`src/rtl/io_bridge_timer.sv`:
```
// io_bridge_timer: IO-bus responder with two down-counting timers, an LED register and a synchronised switch input.
// Read data is registered, giving one cycle of latency. A read in the same cycle as a write returns the old value.
module io_bridge_timer #(
  parameter logic [15:0] BASE_ADDR = 16'h7F00,
  parameter int          LED_WIDTH = 8,
  parameter int          SW_WIDTH  = 8
) (
  input  logic                 clk,
  input  logic                 rst,
  input  logic [31:2]          PrAddr,
  input  logic [31:0]          PrWD,
  input  logic                 IOWrite,
  output logic [31:0]          PrRD,
  input  logic [SW_WIDTH-1:0]  sw,
  output logic [LED_WIDTH-1:0] led,
  output logic [1:0]           irq
);
  typedef enum logic [1:0] {IDLE, LOAD, CNT, INT} state_t;
  localparam logic [13:0] BASE_W = BASE_ADDR[15:2];
  logic [13:0]          w_off;
  logic [1:0][3:0]      w_ctrl;
  logic [1:0][31:0]     w_preset;
  logic [1:0][31:0]     w_count;
  logic [31:0]          w_rd;
  logic [LED_WIDTH-1:0] r_led;
  logic [SW_WIDTH-1:0]  r_sw_s1;
  logic [SW_WIDTH-1:0]  r_sw_s2;
  logic                 w_unused;
  // Wrap-around subtraction: anything outside the window lands far above the mapped word offsets.
  assign w_off    = PrAddr[15:2] - BASE_W;
  assign w_unused = ^PrAddr[31:16];
  for (genvar t = 0; t < 2; t++) begin : g_tmr
    state_t      r_state;
    logic [3:0]  r_ctrl;
    logic [31:0] r_preset;
    logic [31:0] r_count;
    logic        r_pend;
    logic        w_wr_ctrl;
    logic        w_wr_preset;
    logic        w_auto;
    assign w_wr_ctrl   = IOWrite && w_off == 14'(4 * t);
    assign w_wr_preset = IOWrite && w_off == 14'(4 * t + 1);
    assign w_auto      = r_ctrl[2:1] == 2'b01;
    always_ff @(posedge clk or posedge rst) begin
      if (rst) begin
        r_state  <= IDLE;
        r_ctrl   <= '0;
        r_preset <= '0;
        r_count  <= '0;
        r_pend   <= 1'b0;
      end else begin
        if (w_wr_preset) r_preset <= PrWD;
        case (r_state)
          IDLE: if (r_ctrl[0]) r_state <= LOAD;
          LOAD: begin
            r_count <= r_preset;
            r_state <= CNT;
          end
          CNT: begin
            if (!r_ctrl[0]) r_state <= IDLE;
            else if (r_count > 32'd1) r_count <= r_count - 32'd1;
            else begin
              r_count <= '0;
              r_state <= INT;
            end
          end
          default: begin
            if (w_auto) r_state <= LOAD;
            else begin
              r_ctrl[0] <= 1'b0;
              r_pend    <= 1'b1;
              r_state   <= IDLE;
            end
          end
        endcase
        // A CPU write to CTRL lands after the FSM updates so it wins any same-cycle collision.
        if (w_wr_ctrl) begin
          r_ctrl <= PrWD[3:0];
          r_pend <= 1'b0;
        end
      end
    end
    assign irq[t]      = r_ctrl[3] & (r_pend | (w_auto & r_state == INT));
    assign w_ctrl[t]   = r_ctrl;
    assign w_preset[t] = r_preset;
    assign w_count[t]  = r_count;
  end
  always_comb begin
    w_rd = '0;
    case (w_off)
      14'd0:   w_rd = {28'b0, w_ctrl[0]};
      14'd1:   w_rd = w_preset[0];
      14'd2:   w_rd = w_count[0];
      14'd4:   w_rd = {28'b0, w_ctrl[1]};
      14'd5:   w_rd = w_preset[1];
      14'd6:   w_rd = w_count[1];
      14'd8:   w_rd = 32'(r_led);
      14'd9:   w_rd = 32'(r_sw_s2);
      default: w_rd = '0;
    endcase
  end
  always_ff @(posedge clk or posedge rst) begin
    if (rst) begin
      PrRD    <= '0;
      r_led   <= '0;
      r_sw_s1 <= '0;
      r_sw_s2 <= '0;
    end else begin
      PrRD    <= w_rd;
      r_sw_s1 <= sw;
      r_sw_s2 <= r_sw_s1;
      if (IOWrite && w_off == 14'd8) r_led <= PrWD[LED_WIDTH-1:0];
    end
  end
  assign led = r_led;
endmodule

```
`config.mk`:
```
export PLATFORM = sky130hd
export DESIGN_NAME = io_bridge_timer
export DESIGN_NICKNAME = d
export VERILOG_FILES = /design/src/rtl/io_bridge_timer.sv
export SDC_FILE = /design/constraint.sdc
export NUM_CORES = 1
export LEC_CHECK = 0
export ABC_CLOCK_PERIOD_IN_PS = 12850
export BUFFER_PORTS_ARGS = -buffer_cell sky130_fd_sc_hd__buf_2
export CAP_MARGIN = 20
export CORE_MARGIN = 2
export CORE_UTILIZATION = 55
export DETAILED_ROUTE_END_ITERATION = 10
export GPL_TIMING_DRIVEN = 0
export PLACE_DENSITY = 0.75
export SYNTH_ARGS = -nofsm -noshare
export SYNTH_HDL_FRONTEND = slang
export SYNTH_SLANG_ARGS = --single-unit
```
`constraint.sdc`:
```
create_clock -name clk -period 12.85 [get_ports clk]
set_input_delay 2.57 -clock clk [delete_from_list [all_inputs] [get_ports clk]]
set_output_delay 2.57 -clock clk [all_outputs]
set_load 0.05 [all_outputs]
```
# Word-level counts from Yosys, hierarchy flattened
# Cells that the tools add are included.
# op_classes
bitwise	6
order_cmp	2
eq_ne	25
n_reduce_logical	18
add_sub_neg	3
n_mux	29
# ops
cell	count
$pmux W32 S8	1
$mux W32	4
$pmux W32 S2	2
$gt A32 B1 Y1 const B	2
$sub A32 B1 Y32 const B	2
$eq A14 B3 Y1 const B	3
$eq A14 B4 Y1 const B	2
$eq A14 B1 Y1 const B	1
$eq A14 B2 Y1 const B	1
$logic_not A14 Y1	1
$mux W1	14
$sub A14 B13 Y14 const B	1
$mux W2	6
$ne A2 B2 Y1 const B	6
$pmux W2 S3	2
$reduce_and A2 Y1	6
$eq A2 B1 Y1 const B	4
$eq A2 B2 Y1 const B	4
$ne A3 B3 Y1 const B	2
$reduce_or A3 Y1	2
$logic_and A1 B1 Y1	5
$and A1 B1 Y1	4
$logic_not A2 Y1	2
$ne A2 B1 Y1 const B	2
other kinds (2)	4
# totals
ff_bits	198
inputBits	73
output_inout_bits	42
wordCells	99

# Logic depth before layout (Yosys ltp)
# Gate-level depths: netlist of run 1.
# depth
ltp_word	5
ltp_mapped	10

# Worst setup path after synthesis of run 1
# Ideal clock, no wire load.
# synth_path
path_type	input port to flip-flop
startpoint	input PrAddr[14] (netlist name)
endpoint	register g_tmr[0].r_preset[28]
cell_stages	7
n_path_buf	1
arrival_ps	4479
setup_slack_ps	8244
setup_time_ps	128
path_cell_list	nand4_1 or4b_2 a211oi_2 nor2b_1 nand2_1 buf_2 mux2_1
# synth_via
elab_chain_len	3
# synth_lines
item	line_no	text
start, declared	10	input logic [31:2] PrAddr,
$sub A14 B13 Y14	30	assign w_off = PrAddr[15:2] - BASE_W;
$eq A14 B1 Y1	42	assign w_wr_preset = IOWrite && w_off == 14'(4 * t + 1);
$logic_and A1 B1 Y1	42	
end signal, assigned	52	if (w_wr_preset) r_preset <= PrWD;
end, declared	35	logic [31:0] r_preset;
# No other way between the ends.
# A chain may end at the register's enable or synchronous reset.

# Worst setup path in the final report of run 1
# layout_path
startpoint	input PrAddr[6] (netlist name)
endpoint	register g_tmr[0].r_preset[28]
# The elaborated chain is that of the path after synthesis.

==> results of run 1 <==
-- synth_stat cells, types with 3 or more instances --
cell type,instances
a32oi_1,17
mux2i_1,7
a21o_1,4
a22oi_1,28
or2_2,3
ha_1,4
nand2b_1,6
a21oi_1,25
dfrtp_1,198
or3_1,6
o31ai_1,9
o41ai_1,5
o21ai_1,7
o21a_1,5
inv_1,21
nand3_1,26
clkbuf_1,42
nor3_2,4
o22ai_1,12
buf_1,4
nor4_1,10
o21ai_0,55
nor3_1,30
o31a_1,4
and2_1,9
or4_4,5
o2bb2ai_1,7
nand2_1,106
and2_0,4
o211ai_1,8
nor2b_1,8
buf_2,5
nand3b_1,3
and3_1,4
or4_1,5
a22o_1,10
a222oi_1,22
nor2_1,41
a32o_1,3
buf_6,5
a221o_1,9
mux2_2,82
nand4_1,4
-- through the flow --
stage	worst slack, ns	utilization (%)	cell area (sq um)
3_5_place_dp	7.57	60.9	10500
4_1_cts	8.02	64.2	11100
3_3_place_gp	2.76	60.6	10500
5_1_grt	7.75	64.2	11100
6_report	7.93	64.2	11100
2_1_floorplan	4.88	-	9720
-- final timing paths --
kind | slack (ns) | to | startpoint
worst max-delay path | 7.93 | g_tmr[0].r_preset[28]$_DFFE_PP0P_ | PrAddr[6]
worst min-delay path | 0.35 | r_sw_s2[4]$_DFF_PP0_ | r_sw_s1[4]$_DFF_PP0_
worst max register to register | 9.74 | g_tmr[1].r_count[5]$_DFFE_PP0P_ | g_tmr[1].r_count[2]$_DFFE_PP0P_
worst min register to register | 0.35 | r_sw_s2[4]$_DFF_PP0_ | r_sw_s1[4]$_DFF_PP0_
max in group asynchronous | 9.69 | g_tmr[1].r_count[25]$_DFFE_PP0P_ | rst
min in group asynchronous | 2.17 | g_tmr[0].r_ctrl[0]$_DFFE_PP0P_ | rst
-- state kept, by name, indices dropped and copies added, names as in the netlist --
| name | count |
|---|---|
| PrRD | 32 |
| g_tmr.r_count | 64 |
| g_tmr.r_ctrl | 8 |
| g_tmr.r_pend | 2 |
| g_tmr.r_preset | 64 |
| g_tmr.r_state | 4 |
| led | 8 |
| r_sw_s1 | 8 |
| r_sw_s2 | 8 |
-- report_power, final --
part / leakage (uW) / total [uW] / switching [uW] / internal (uW)
Sequential: 0.00272 / 630 / 2.98 / 627
Combinational: 0.00237 / 89.3 / 61.4 / 27.8
Clock: 0.000286 / 540 / 256 / 284
-- logic make-up (layout without fill, tap and decap cells) --
| family | Yosys count | after routing | share of synthesized area [%] |
|---|---|---|---|
| and+or+nand+nor | 288 | 288 | 15.2 |
| buffers and inverters | 81 | 211 | 3.99 |
| DFF | 198 | 198 | 51.0 |
| AOI/OAI and AO/OA | 248 | 248 | 18.5 |
| muxes | 93 | 93 | 10.9 |
| adders and majority gates | 4 | 4 | 0.515 |
-- final cells by class --
type	count	area, sq um
Clock inverter	13	134
Sequential cell	198	4950
Clock buffer	19	453
Timing Repair Buffer	98	513
Fill cell	1388	6180
Tap cell	225	282
Inverter	21	86.3
Buffer	60	309
Multi-Input combinational cell	633	4380
-- cells in the final DEF (no fill, tap or decap), types with 9 or more instances in the layout --
master     Yosys  routed
inv_1         21      20
a21oi_1       25      25
o31ai_1        9       9
nor2_1        41      41
nor3_1        30      30
nand2_1      106     106
a22o_1        10      10
o21ai_0       55      55
a22oi_1       28      28
nor4_1        10      10
o22ai_1       12      12
dfrtp_1      198     198
a221o_1        9       9
mux2_2        82      82
a32oi_1       17      17
clkbuf_16      0      17
nand3_1       26      26
clkbuf_1      42      42
a222oi_1      22      22
and2_1         9       9
buf_2          5     102
-- worst max-delay path, delay by kind of cell --
| kind | cells | cell delay [ns] |
|---|---|---|
| buf+inv | 2 | 0.40 |
| mux | 1 | 0.34 |
| simple gates | 5 | 1.93 |
-- per-layer routing --
layer,global-route usage [%],routed length [um]
met1,48.8,12600
met2,49.4,13700
met3,5.74,2870
met4,10.1,643
met5,0,0
==> impl_metrics.env, run 1 <==
export IMPL_gp_congestion=0.953
export IMPL_drive_gt1_share_pct=24.2
export IMPL_crit_fanout=10
export IMPL_post_drt_wl_per_cell_um=23.5
export IMPL_layout_min_cycle_time_ns=4.92
export IMPL_yosys_top_cells_area="dfrtp_1 (51%), mux2_2 (9.5%), nand2_1 (4.1%)"
export IMPL_cts_resized_gates=0
export IMPL_coreArea_sq_um=17300
export IMPL_worstPathCellList="buf_2 -> nand4bb_1 -> nor2_1 -> nand2_1 -> nor2b_1 -> nand2_1 -> buf_2 -> mux2_1"
export IMPL_yosys_cell_types_count=73
export IMPL_worstMarginPinSlew_ns=0.893
export IMPL_fin_tns_setup_ns=0
export IMPL_yosys_warnings=0
export IMPL_holdWs_ns=0.350
export IMPL_synth_seq_cells=198
export IMPL_vias_per_cell=6.52
export IMPL_initial_core_util_pct=56.2
export IMPL_p_total_uw=1260
export IMPL_slew_violations=0
export IMPL_drc=0
export IMPL_max_cap_violations=0
export IMPL_num_vias=8263
export IMPL_grt_max_degree=131
export IMPL_hold_buffers=0
export IMPL_die_width_um=137
export IMPL_antenna_found_initial=0
export IMPL_required_ns=13.17
export IMPL_slew_headroom_pct=40.0
export IMPL_arrival_ns=5.24
export IMPL_yosysSeqAreaShare_pct=51.0
export IMPL_nets=1106
export IMPL_drt_iter0_drc=1427
export IMPL_async_reset_ff_share_pct=100
export IMPL_max_freq_ghz=0.203
export IMPL_clk_pin_slew_ns=0.07
export IMPL_cts_num_sinks=198
export IMPL_numCtsBuffers=17
export IMPL_setup_viol_count_final=0
export IMPL_status="finished, final reports clean"
export IMPL_fp_row_count=48
export IMPL_syn_nets=989
export IMPL_worstSetupEndpointType="flop"
export IMPL_leakagePower_uw=0.00538
export IMPL_cp_start_kind="primary input"
export IMPL_grt_pass1_vias=7653
export IMPL_cts_root_buf="clkbuf_16"
export IMPL_critPathSlowestCell="nor2_1"
export IMPL_holdPathStages=0
export IMPL_synth_edf_count=0
export IMPL_hold_viol_final=0
export IMPL_cp_slowest_stage_delay_ns=0.57
export IMPL_synth_main_ff_cell="dfrtp_1"
export IMPL_die_area_sq_um=18800
export IMPL_clockBufferDepth=2
export IMPL_cts_tree="built"
export IMPL_synth_top_cell_by_area="dfrtp_1"
export IMPL_grt_usage_pct=32.9
export IMPL_crit_type="primary input to flop"
export IMPL_grt_overflow_total=0
export IMPL_rsz0062_at_grt="false"
export IMPL_final_cells=1267
export IMPL_diodes=0
export IMPL_die_y_um=137
export IMPL_netlist_instances=912
export IMPL_firstDrtPassIters=6
export IMPL_worstRegToRegCells=7
export IMPL_postCtsSetupBuffers=0
export IMPL_clock_latency_ns=0.44
export IMPL_synth_top_cell_area_share_pct=51.0
export IMPL_period_share_pct=38.3
export IMPL_skew_ns=0.00815
export IMPL_vdd_drop_max_mv=0.0884
export IMPL_powerDensity_nw_per_um2=113
export IMPL_htree_levels=4
export IMPL_final_antenna_net_count=0
export IMPL_hold_class="flop to flop"
export IMPL_wl_um=29800
export IMPL_port_buffers=97
export IMPL_synth_area_sq_um=9720
export IMPL_area_growth_pct=14.3
export IMPL_synth_area_per_cell_sq_um=10.7
export IMPL_hpwl_um=21900
export IMPL_dp_cells=1235
export IMPL_grt_pass1_wl_um=45500
export IMPL_ios=115
Power figures use the tool's default switching activity.
==> run 2: changes to the inputs <==
==> config.mk (replaced) <==
export PLATFORM = sky130hd
export DESIGN_NAME = io_bridge_timer
export DESIGN_NICKNAME = d
export VERILOG_FILES = /design/src/rtl/io_bridge_timer.sv
export SDC_FILE = /design/constraint.sdc
export NUM_CORES = 1
export LEC_CHECK = 0
export ABC_AREA = 1
export ABC_CLOCK_PERIOD_IN_PS = 4400
export BUFFER_PORTS_ARGS = -buffer_cell sky130_fd_sc_hd__buf_2
export CAP_MARGIN = 20
export CORE_MARGIN = 2
export CORE_UTILIZATION = 54
export DETAILED_ROUTE_END_ITERATION = 10
export GPL_TIMING_DRIVEN = 0
export PLACE_DENSITY = 0.76
export SYNTH_ARGS = -nofsm -noshare
export SYNTH_HDL_FRONTEND = slang
export SYNTH_SLANG_ARGS = --single-unit
==> constraint.sdc (replaced) <==
create_clock -name clk -period 4.4 [get_ports clk]
set_input_delay 0.88 -clock clk [delete_from_list [all_inputs] [get_ports clk]]
set_output_delay 0.88 -clock clk [all_outputs]
set_load 0.05 [all_outputs]
==> run 2 against run 1 <==
Against the previous run:
- setup slack lost 6.1 ns
- total power grew to 4.1 times the previous value
- cell area grew 7.7%
- register-to-register slack lost 7.7 ns
- clock skew grew 0.0013 ns
- combinational power grew to 14 times the previous value
- critical path type is now flop to output pin
- largest cell class unchanged
- largest power group unchanged
==> impl_metrics.env, run 2 <==
export IMPL_nets=1580
export IMPL_max_freq_ghz=0.393
export IMPL_port_buffers=98
export IMPL_syn_nets=1458
export IMPL_cts_tree="built"
export IMPL_cts_root_buf="clkbuf_16"
export IMPL_synth_most_common_cell="nand2_1"
export IMPL_largestRegisters="g_tmr.r_count x64, g_tmr.r_preset x64, PrRD x32"
export IMPL_final_cells=1777
export IMPL_clock_latency_ns=0.45
export IMPL_worstMarginPinSlew_ns=0.673
export IMPL_grt_overflow_total=0
export IMPL_setup_viol_count_final=0
export IMPL_area_growth_pct=14.4
export IMPL_postCtsSetupBuffers=0
export IMPL_power_internal_uw=3220
export IMPL_htree_levels=4
export IMPL_place_ws_ns=1.82
export IMPL_cts_resized_gates=0
export IMPL_die_area_sq_um=20500
export IMPL_crit_fanout=10
export IMPL_initial_core_util_pct=55.4
export IMPL_crit_top_cell="buf_2"
export IMPL_rsz0062_at_grt="false"
export IMPL_critPathTopFamily="buffers and inverters"
export IMPL_n_fill_cell=1686
export IMPL_hp_start="r_sw_s1[6]$_DFF_PP0_"
export IMPL_synth_seq_cells=198
export IMPL_antenna_found_initial=1
export IMPL_numCtsBuffers=17
export IMPL_path_buf_inv=2
export IMPL_p_total_uw=5150
export IMPL_arrival_ns=1.66
export IMPL_max_cap_violations=0
export IMPL_synth_main_ff_cell="dfrtp_1"
export IMPL_slew_headroom_pct=55.0
export IMPL_vias_per_cell=5.67
export IMPL_yosys_warnings=0
export IMPL_synth_top_cell_area_share_pct=47.3
export IMPL_final_antenna_net_count=0
export IMPL_synth_area_sq_um=10500
export IMPL_coreArea_sq_um=18900
export IMPL_period_share_pct=57.8
export IMPL_fin_tns_setup_ns=0
export IMPL_pwr_share_comb_pct=25.0
export IMPL_grt_pass1_wl_um=51200
export IMPL_grt_max_degree=43
export IMPL_synth_top_cell_by_area="dfrtp_1"
export IMPL_async_reset_ff_share_pct=100
export IMPL_finalWorstSetupSlack_ns=1.86
export IMPL_drc=0
export IMPL_hold_viol_final=0
export IMPL_cp_start_kind="flop"
export IMPL_synth_edf_count=0
export IMPL_r2r_end="g_tmr[1].r_count[7]$_DFFE_PP0P_"
export IMPL_skew_ns=0.00949
export IMPL_layout_common_cells="nand2_1 (395), nor2_1 (204), dfrtp_1 (198)"
export IMPL_yosys_top_cells_area="dfrtp_1 (47%), nand2_1 (14%), nor2_1 (7.3%)"
export IMPL_p_switching_uw=1930
export IMPL_r2r_start="g_tmr[1].r_count[0]$_DFFE_PP0P_"
export IMPL_post_drt_wl_per_cell_um=18.7
export IMPL_cp_slowest_stage_delay_ns=0.38
export IMPL_firstDrtPassIters=6
export IMPL_clockBufferDepth=2
export IMPL_yosysSeqAreaShare_pct=47.3
export IMPL_final_area_sq_um=12000
export IMPL_die_y_um=143
export IMPL_vdd_drop_max_mv=0.347
export IMPL_yosys_cell_types_count=37
export IMPL_gp_congestion=0.968
export IMPL_final_common_cell="nand2_1"
export IMPL_dp_cells=1744
export IMPL_drt_iter0_drc=1152
export IMPL_hpwl_um=25500
export IMPL_hold_class="flop to flop"
export IMPL_holdPathStages=0
export IMPL_required_ns=3.52
export IMPL_synth_area_per_cell_sq_um=7.58
export IMPL_ys_top_cells_by_count="nand2_1 (395), nor2_1 (204), dfrtp_1 (198)"
export IMPL_whs_endpoint="r_sw_s2[6]$_DFF_PP0_"
export IMPL_r2r_setup_slack_ns=2.07
export IMPL_grt_usage_pct=33.1
export IMPL_leakagePower_uw=0.00615
export IMPL_pwr_share_seq_pct=44.2
export IMPL_clkPwrFrac_pct=30.8
export IMPL_wl_um=33200
export IMPL_crit_type="flop to output pin"
export IMPL_powerDensity_nw_per_um2=430
export IMPL_ios=115
export IMPL_netlist_instances=1381
export IMPL_cts_num_sinks=198
export IMPL_slew_violations=0
export IMPL_worstRegToRegCells=10
export IMPL_hold_buffers=0
export IMPL_worstSetupEndpointType="output pin"
export IMPL_status="finished, final reports clean"
export IMPL_postPlaceCellArea_sq_um=11400
export IMPL_num_vias=10100
export IMPL_critPathSlowestCell="dfrtp_1"
export IMPL_p_sw_share_pct=37.4
export IMPL_grt_pass1_vias=9359
export IMPL_drive_gt1_share_pct=13.9
export IMPL_layout_min_cycle_time_ns=2.54
export IMPL_die_width_um=143
export IMPL_fp_row_count=50
export IMPL_worstPathCellList="buf_2 -> nand3_1 -> a21oi_1 -> buf_2"
export IMPL_clk_pin_slew_ns=0.08
==> run 2: metal layers <==
metal  GRT usage, %  up-vias  part of all wire [%]
met2           52.3      518                    46
met5              0        -                     0
met1           47.7     4770                    42
met4           9.49        0                   2.0
li1               -     4727                     -
met3           5.10       58                   9.8
==> run 2: area by class of cell <==
class	count	area (sq um)	area share (%)
antenna	1	2.50	0.0209
buffer	47	275	2.30
clock buffer	18	429	3.58
clock inverter	14	153	1.27
inverter	117	443	3.70
multi-input combinational	1019	4800	40.1
sequential	198	4950	41.4
tap	260	325	2.72
timing repair buffer	103	591	4.93
==> run 2: through the flow <==
step                hold WS, ns  util (%)
finish                    0.352      63.4
global route              0.360      63.4
CTS                       0.353      63.4
detailed placement        0.335      60.3
global placement          0.333      59.7
floorplan                 0.331         -
==> run 2: logic make-up after synthesis <==
group | share of synthesized area (%)
buffers and inverters | 6.82
XOR/XNOR | 2.76
adder cells (fa/ha/maj) | 0.478
AO/OA/AOI/OAI | 15.2
flip-flops | 47.3
AND/OR/NAND/NOR | 27.4
==> run 2: worst max path at each step <==
stage | startpoint | end | slack, ns | depth (start not counted)
after floorplan | rst | PrRD[0]$_DFF_PP0_ | 0.96 | 1
after global placement | rst | g_tmr[0].r_count[29]$_DFFE_PP0P_ | -0.22 | 2
after detailed placement | PrAddr[7] | PrRD[17]$_DFF_PP0_ | 1.82 | 10
after CTS | g_tmr[0].r_state[0]$_DFFE_PP0P_ | irq[0] | 1.86 | 4
after global routing | g_tmr[0].r_state[0]$_DFFE_PP0P_ | irq[0] | 1.79 | 4
final | g_tmr[0].r_state[0]$_DFFE_PP0P_ | irq[0] | 1.86 | 4
==> run 2: power groups by stage <==
stage	clock network, uW	registers (uW)	logic [uW]
5_1_grt	1660	2290	1450
3_3_place_gp	0	2290	1220
3_5_place_dp	0	2290	1260
2_1_floorplan	0	2180	956
4_1_cts	1580	2250	1270
6_report	1580	2280	1290
